==> src/rtl/instr_fetch_unit.sv <==
// Instruction fetch initiator: owns the fetch PC, tracks the one-cycle memory
// response, absorbs decode stalls with a one-entry capture buffer and restarts on redirect.
module instr_fetch_unit #(
  parameter int unsigned            ADDR_W   = 12,
  parameter logic [ADDR_W-1:0]      RESET_PC = '0
) (
  input  logic              clk,
  input  logic              reset,
  output logic [ADDR_W-1:0] imem_addr,
  input  logic [31:0]       imem_data,
  input  logic              stall,
  input  logic              redirect_valid,
  input  logic [ADDR_W-1:0] redirect_target,
  output logic [31:0]       instr,
  output logic [ADDR_W-1:0] instr_pc,
  output logic              instr_valid,
  output logic [31:0]       fetch_count
);

  logic [ADDR_W-1:0] fetch_pc;
  logic [ADDR_W-1:0] resp_pc;
  logic              resp_valid;
  logic              hold_valid;
  logic [31:0]       hold_instr;
  logic              accept;
  logic              advance;

  assign accept  = resp_valid && !stall;
  assign advance = !stall || !resp_valid;

  always_ff @(posedge clk) begin
    if (reset) begin
      fetch_pc    <= RESET_PC;
      resp_pc     <= '0;
      resp_valid  <= 1'b0;
      hold_valid  <= 1'b0;
      hold_instr  <= '0;
      fetch_count <= '0;
    end else begin
      if (accept) fetch_count <= fetch_count + 32'd1;
      if (redirect_valid) begin
        fetch_pc   <= redirect_target;
        resp_valid <= 1'b0;
        hold_valid <= 1'b0;
      end else if (advance) begin
        resp_pc    <= fetch_pc;
        resp_valid <= 1'b1;
        fetch_pc   <= fetch_pc + ADDR_W'(1);
        hold_valid <= 1'b0;
      end else if (!hold_valid) begin
        // Memory moves on to fetch_pc during the stall; keep the word decode is looking at.
        hold_instr <= imem_data;
        hold_valid <= 1'b1;
      end
    end
  end

  assign imem_addr   = fetch_pc;
  assign instr_pc    = resp_pc;
  assign instr_valid = resp_valid;
  assign instr       = resp_valid ? (hold_valid ? hold_instr : imem_data) : 32'd0;

endmodule

==> config.mk <==
export PLATFORM = sky130hd
export DESIGN_NAME = instr_fetch_unit
export DESIGN_NICKNAME = d
export VERILOG_FILES = /design/src/rtl/instr_fetch_unit.sv
export SDC_FILE = /design/constraint.sdc
export NUM_CORES = 1
export LEC_CHECK = 0
export ABC_AREA = 1
export CAP_MARGIN = 10
export CELL_PAD_IN_SITES_DETAIL_PLACEMENT = 0
export CELL_PAD_IN_SITES_GLOBAL_PLACEMENT = 1
export CORE_MARGIN = 1.5
export CORE_UTILIZATION = 33
export DETAILED_ROUTE_END_ITERATION = 10
export HOLD_SLACK_MARGIN = 0.03
export PLACE_DENSITY_LB_ADDON = 0.12
export SKIP_CTS_REPAIR_TIMING = 1
export SYNTH_ARGS = -nofsm -noshare
export SYNTH_HDL_FRONTEND = slang
export SYNTH_SLANG_ARGS = --single-unit
==> constraint.sdc <==
create_clock -name clk -period 1.5 [get_ports clk]
set_input_delay 0.225 -clock clk [delete_from_list [all_inputs] [get_ports clk]]
set_output_delay 0.225 -clock clk [all_outputs]
set_load 0.02 [all_outputs]
==> run_summary.xml <==
<?xml version="1.0" encoding="UTF-8"?>
<metrics>
  <group name="yosys">
    <metric name="syn_area_cell" unit="um^2">7.28</metric>
    <metric name="postSynthNetCount" unit="">651</metric>
    <metric name="synth_area_leaders" unit="">dfxtp_1, nor2_1, nand2_1, mux2i_1, a211oi_1</metric>
    <metric name="yosys_register_bits" unit="">90</metric>
    <metric name="synthesis.yosys.warnings" unit="">0</metric>
    <metric name="netlist.area_leader.share" unit="%">41.2</metric>
    <metric name="synth_area_leader_cell" unit="">dfxtp_1</metric>
    <metric name="syn-cell-area" unit="um^2">4370</metric>
    <metric name="synth-seq-area-share" unit="%">41.2</metric>
    <metric name="postSynthCellCount" unit="">601</metric>
    <metric name="post_synth_num_cell_types" unit="">32</metric>
  </group>
  <group name="sta">
    <metric name="clock_skew" unit="ns">0.00531</metric>
    <metric name="worst_slew_pin_slew" unit="ns">0.424</metric>
    <metric name="final.period_utilization" unit="%">114</metric>
    <metric name="maxSlewHeadroom" unit="%">71.6</metric>
    <metric name="timing.fmax" unit="MHz">587</metric>
    <metric name="finalWorstSetupSlack" unit="ns">-0.205</metric>
    <metric name="holdWs" unit="ns">0.238</metric>
    <metric name="post-route-min-period" unit="ns">1.70</metric>
    <metric name="finalSetupViolations" unit="">32</metric>
    <metric name="grt_setup_unrepaired" unit="">true</metric>
    <metric name="hold_violations" unit="">0</metric>
    <metric name="report.final.slew_viol_count" unit="">0</metric>
  </group>
  <group name="clock_network">
    <metric name="htree_levels" unit="">3</metric>
    <metric name="worst_setup_hold_path_clk_slew" unit="ns">0.07</metric>
    <metric name="cts_tree" unit="">built</metric>
    <metric name="ctsRootBufferMaster" unit="">clkbuf_16</metric>
    <metric name="max-clock-path-buffers" unit="">2</metric>
    <metric name="worst_skew_pair.late_latency" unit="ns">0.35</metric>
    <metric name="cts_made_buffers" unit="">9</metric>
    <metric name="tritoncts_num_sinks" unit="">90</metric>
  </group>
  <group name="floorplanning">
    <metric name="rows" unit="">41</metric>
    <metric name="die_width" unit="um">118</metric>
    <metric name="ioPinCount" unit="">137</metric>
    <metric name="core_area" unit="um^2">12800</metric>
    <metric name="initial_cell_density_of_the_core" unit="%">34.2</metric>
    <metric name="die_height" unit="um">118</metric>
    <metric name="floorplan.die_area" unit="um^2">14000</metric>
  </group>
  <group name="critical_path">
    <metric name="timing.critical_path.slowest_cell_delay" unit="ns">0.41</metric>
    <metric name="worst_setup_path_end_kind" unit="">output port</metric>
    <metric name="largest_fanout_of_any_net_on_the_critical_path" unit="">13</metric>
    <metric name="critPathRequiredTime" unit="ns">1.27</metric>
    <metric name="setup.worst_path.class" unit="">reg2out</metric>
    <metric name="cp-start-kind" unit="">flop</metric>
    <metric name="cp_cell_sequence" unit="">buf_12 &gt; mux2i_2 &gt; nor2_1 &gt; dlymetal6s2s_1</metric>
    <metric name="cp_data_arrival_time" unit="ns">1.48</metric>
    <metric name="critPathSlowestCell" unit="">dfxtp_4</metric>
  </group>
  <group name="drt">
    <metric name="drtIter0Drc" unit="">164</metric>
    <metric name="vias_per_cell" unit="">4.72</metric>
    <metric name="route.detailed.drc" unit="">0</metric>
    <metric name="postRouteWirelength" unit="mm">13.3</metric>
    <metric name="detail_route.wl_per_cell" unit="um">13.6</metric>
    <metric name="dr.pass1.iters" unit="">4</metric>
    <metric name="vias" unit="">4623</metric>
    <metric name="drtAntennaViolNets" unit="">0</metric>
  </group>
  <group name="power_and_ir_drop">
    <metric name="p_leak" unit="nW">3.95</metric>
    <metric name="power.density" unit="nW/um^2">798</metric>
    <metric name="peakVddDrop" unit="V">0.000828</metric>
    <metric name="total_power" unit="mW">5.87</metric>
  </group>
  <group name="final_layout">
    <metric name="post_layout_utilization_of_the_core" unit="%">57.6</metric>
    <metric name="layout.area.seq" unit="um^2">1820</metric>
    <metric name="post_route_cells_drive_above_1_share" unit="%">22.9</metric>
    <metric name="layout.filler_cells" unit="">1222</metric>
    <metric name="syn_to_final_growth" unit="%">68.1</metric>
    <metric name="final_net_count" unit="">853</metric>
    <metric name="antenna_cells" unit="">0</metric>
    <metric name="multi_input_area" unit="um^2">2590</metric>
  </group>
  <group name="place">
    <metric name="port_buffers" unit="">136</metric>
    <metric name="gp_routability_congestion" unit="">0.803</metric>
    <metric name="detailedPlacementHpwl" unit="mm">9.22</metric>
  </group>
  <group name="grt">
    <metric name="grt_antenna_before_repair" unit="">0</metric>
    <metric name="grt_start_max_net_pins" unit="">37</metric>
    <metric name="global_route_total_usage_across_every_layer" unit="%">18.1</metric>
    <metric name="grt_remaining_overflow" unit="">0</metric>
    <metric name="first_global_vias" unit="">4185</metric>
    <metric name="global_route_wire_length_before_repair" unit="mm">20.7</metric>
  </group>
  <group name="worst_hold_path">
    <metric name="hp-class" unit="">in2reg</metric>
  </group>
  <group name="outcome">
    <metric name="violated_checks" unit="">negative setup slack</metric>
    <metric name="result_of_the_run" unit="">finished, violations left</metric>
  </group>
  <group name="run">
    <metric name="maxCapViolations" unit="">0</metric>
  </group>
</metrics>
==> power breakdown <==
| part | total [mW] | internal, mW | switching [mW] | leakage, nW |
|---|---|---|---|---|
| sequential | 2.54 | 2.47 | 0.0697 | 0.739 |
| clock | 2.41 | 1.46 | 0.954 | 0.151 |
| combinational | 0.916 | 0.480 | 0.435 | 3.06 |
==> synth_stat cells (all sizes together) <==
cell type and number:
clkinv 1, nor3b 2, inv 47, mux2i 32
a211oi 31, or2 1, o21ai 30, a21oi 31
o21bai 1, a31oi 3, o211ai 1, nand4 10
nor4 1, clkbuf 13, dfxtp 90, ha 2
nand3 27, nand3b 1, nand2 96, nor2 150
xor2 5, buf 14, nor3 12
==> stage by stage <==
| step | cells | setup TNS, ns | setup WS [ns] | area, um^2 |
|---|---|---|---|---|
| finish | 980 | -4.90 | -0.205 | 7350 |
| global route | 980 | -7.23 | -0.271 | 7350 |
| CTS | 967 | -22.78 | -0.540 | 6750 |
| detailed placement | 951 | -16.64 | -0.297 | 6430 |
| global placement | 951 | -15.35 | -0.282 | 6430 |
| floorplan | 601 | 0 | 0.0275 | 4380 |
==> worst max-delay path, delay by kind of cell, from the launching register on <==
| family | cells | cell delay, ns |
|---|---|---|
| buffers and inverters | 2 | 0.39 |
| and+or+nand+nor | 1 | 0.07 |
| DFF | 1 | 0.41 |
| muxes | 1 | 0.26 |
==> worst paths after layout <==
check | startpoint | end | slack [ns] | cells past startpoint
worst max-delay path | hold_valid$_SDFF_PP0_ | instr[30] | -0.20 | 4
worst min-delay path | reset | fetch_count[2]$_SDFFE_PP0P_ | 0.24 | 3
worst max register to register | fetch_count[0]$_SDFFE_PP0P_ | fetch_count[22]$_SDFFE_PP0P_ | 0.01 | 9
worst min register to register | instr_pc[7]$_SDFFE_PP0P_ | instr_pc[7]$_SDFFE_PP0P_ | 0.46 | 2
==> state kept, by name, indices dropped and copies added, names as in the netlist <==
signal	flops
fetch_count	32
hold_instr	32
hold_valid	1
imem_addr	12
instr_pc	12
instr_valid	1
==> metal layers <==
| metal | wire [um] | global-route usage [%] | up-vias |
|---|---|---|---|
| li1 | - | - | 2392 |
| met5 | 0 | 0 | - |
| met3 | 658 | 4.97 | 11 |
| met1 | 6270 | 24.2 | 2115 |
| met2 | 6190 | 28.0 | 105 |
| met4 | 159 | 6.02 | 0 |
==> placed cells by master, fill, tap and decap left out, types with 19 or more instances in the layout <==
master	n
nor2_1	136
dfxtp_1	78
a211oi_1	31
buf_4	72
dlymetal6s2s_1	74
o21ai_0	22
nand2_1	90
nand3_1	19
clkdlybuf4s50_1	46
a21oi_1	31
inv_1	42
==> logic make-up (layout without fill, tap and decap cells) <==
family | count (synthesis) | in the layout | share of synthesized area, %
flops | 90 | 90 | 41.2
compound gates | 97 | 97 | 13.1
simple gates | 300 | 300 | 29.9
xor+xnor | 5 | 5 | 1.00
fa+ha+maj | 2 | 2 | 0.572
buf+inv | 75 | 282 | 6.89
mux | 32 | 32 | 7.32
==> area by class of cell <==
type | count | area share [%]
clock buffer | 9 | 3.06
clock inverter | 7 | 1.28
inverter | 48 | 2.50
multi-input combinational | 436 | 35.2
sequential | 90 | 24.7
tap | 172 | 2.93
timing repair buffer | 218 | 30.3
Power figures use the tool's default switching activity.
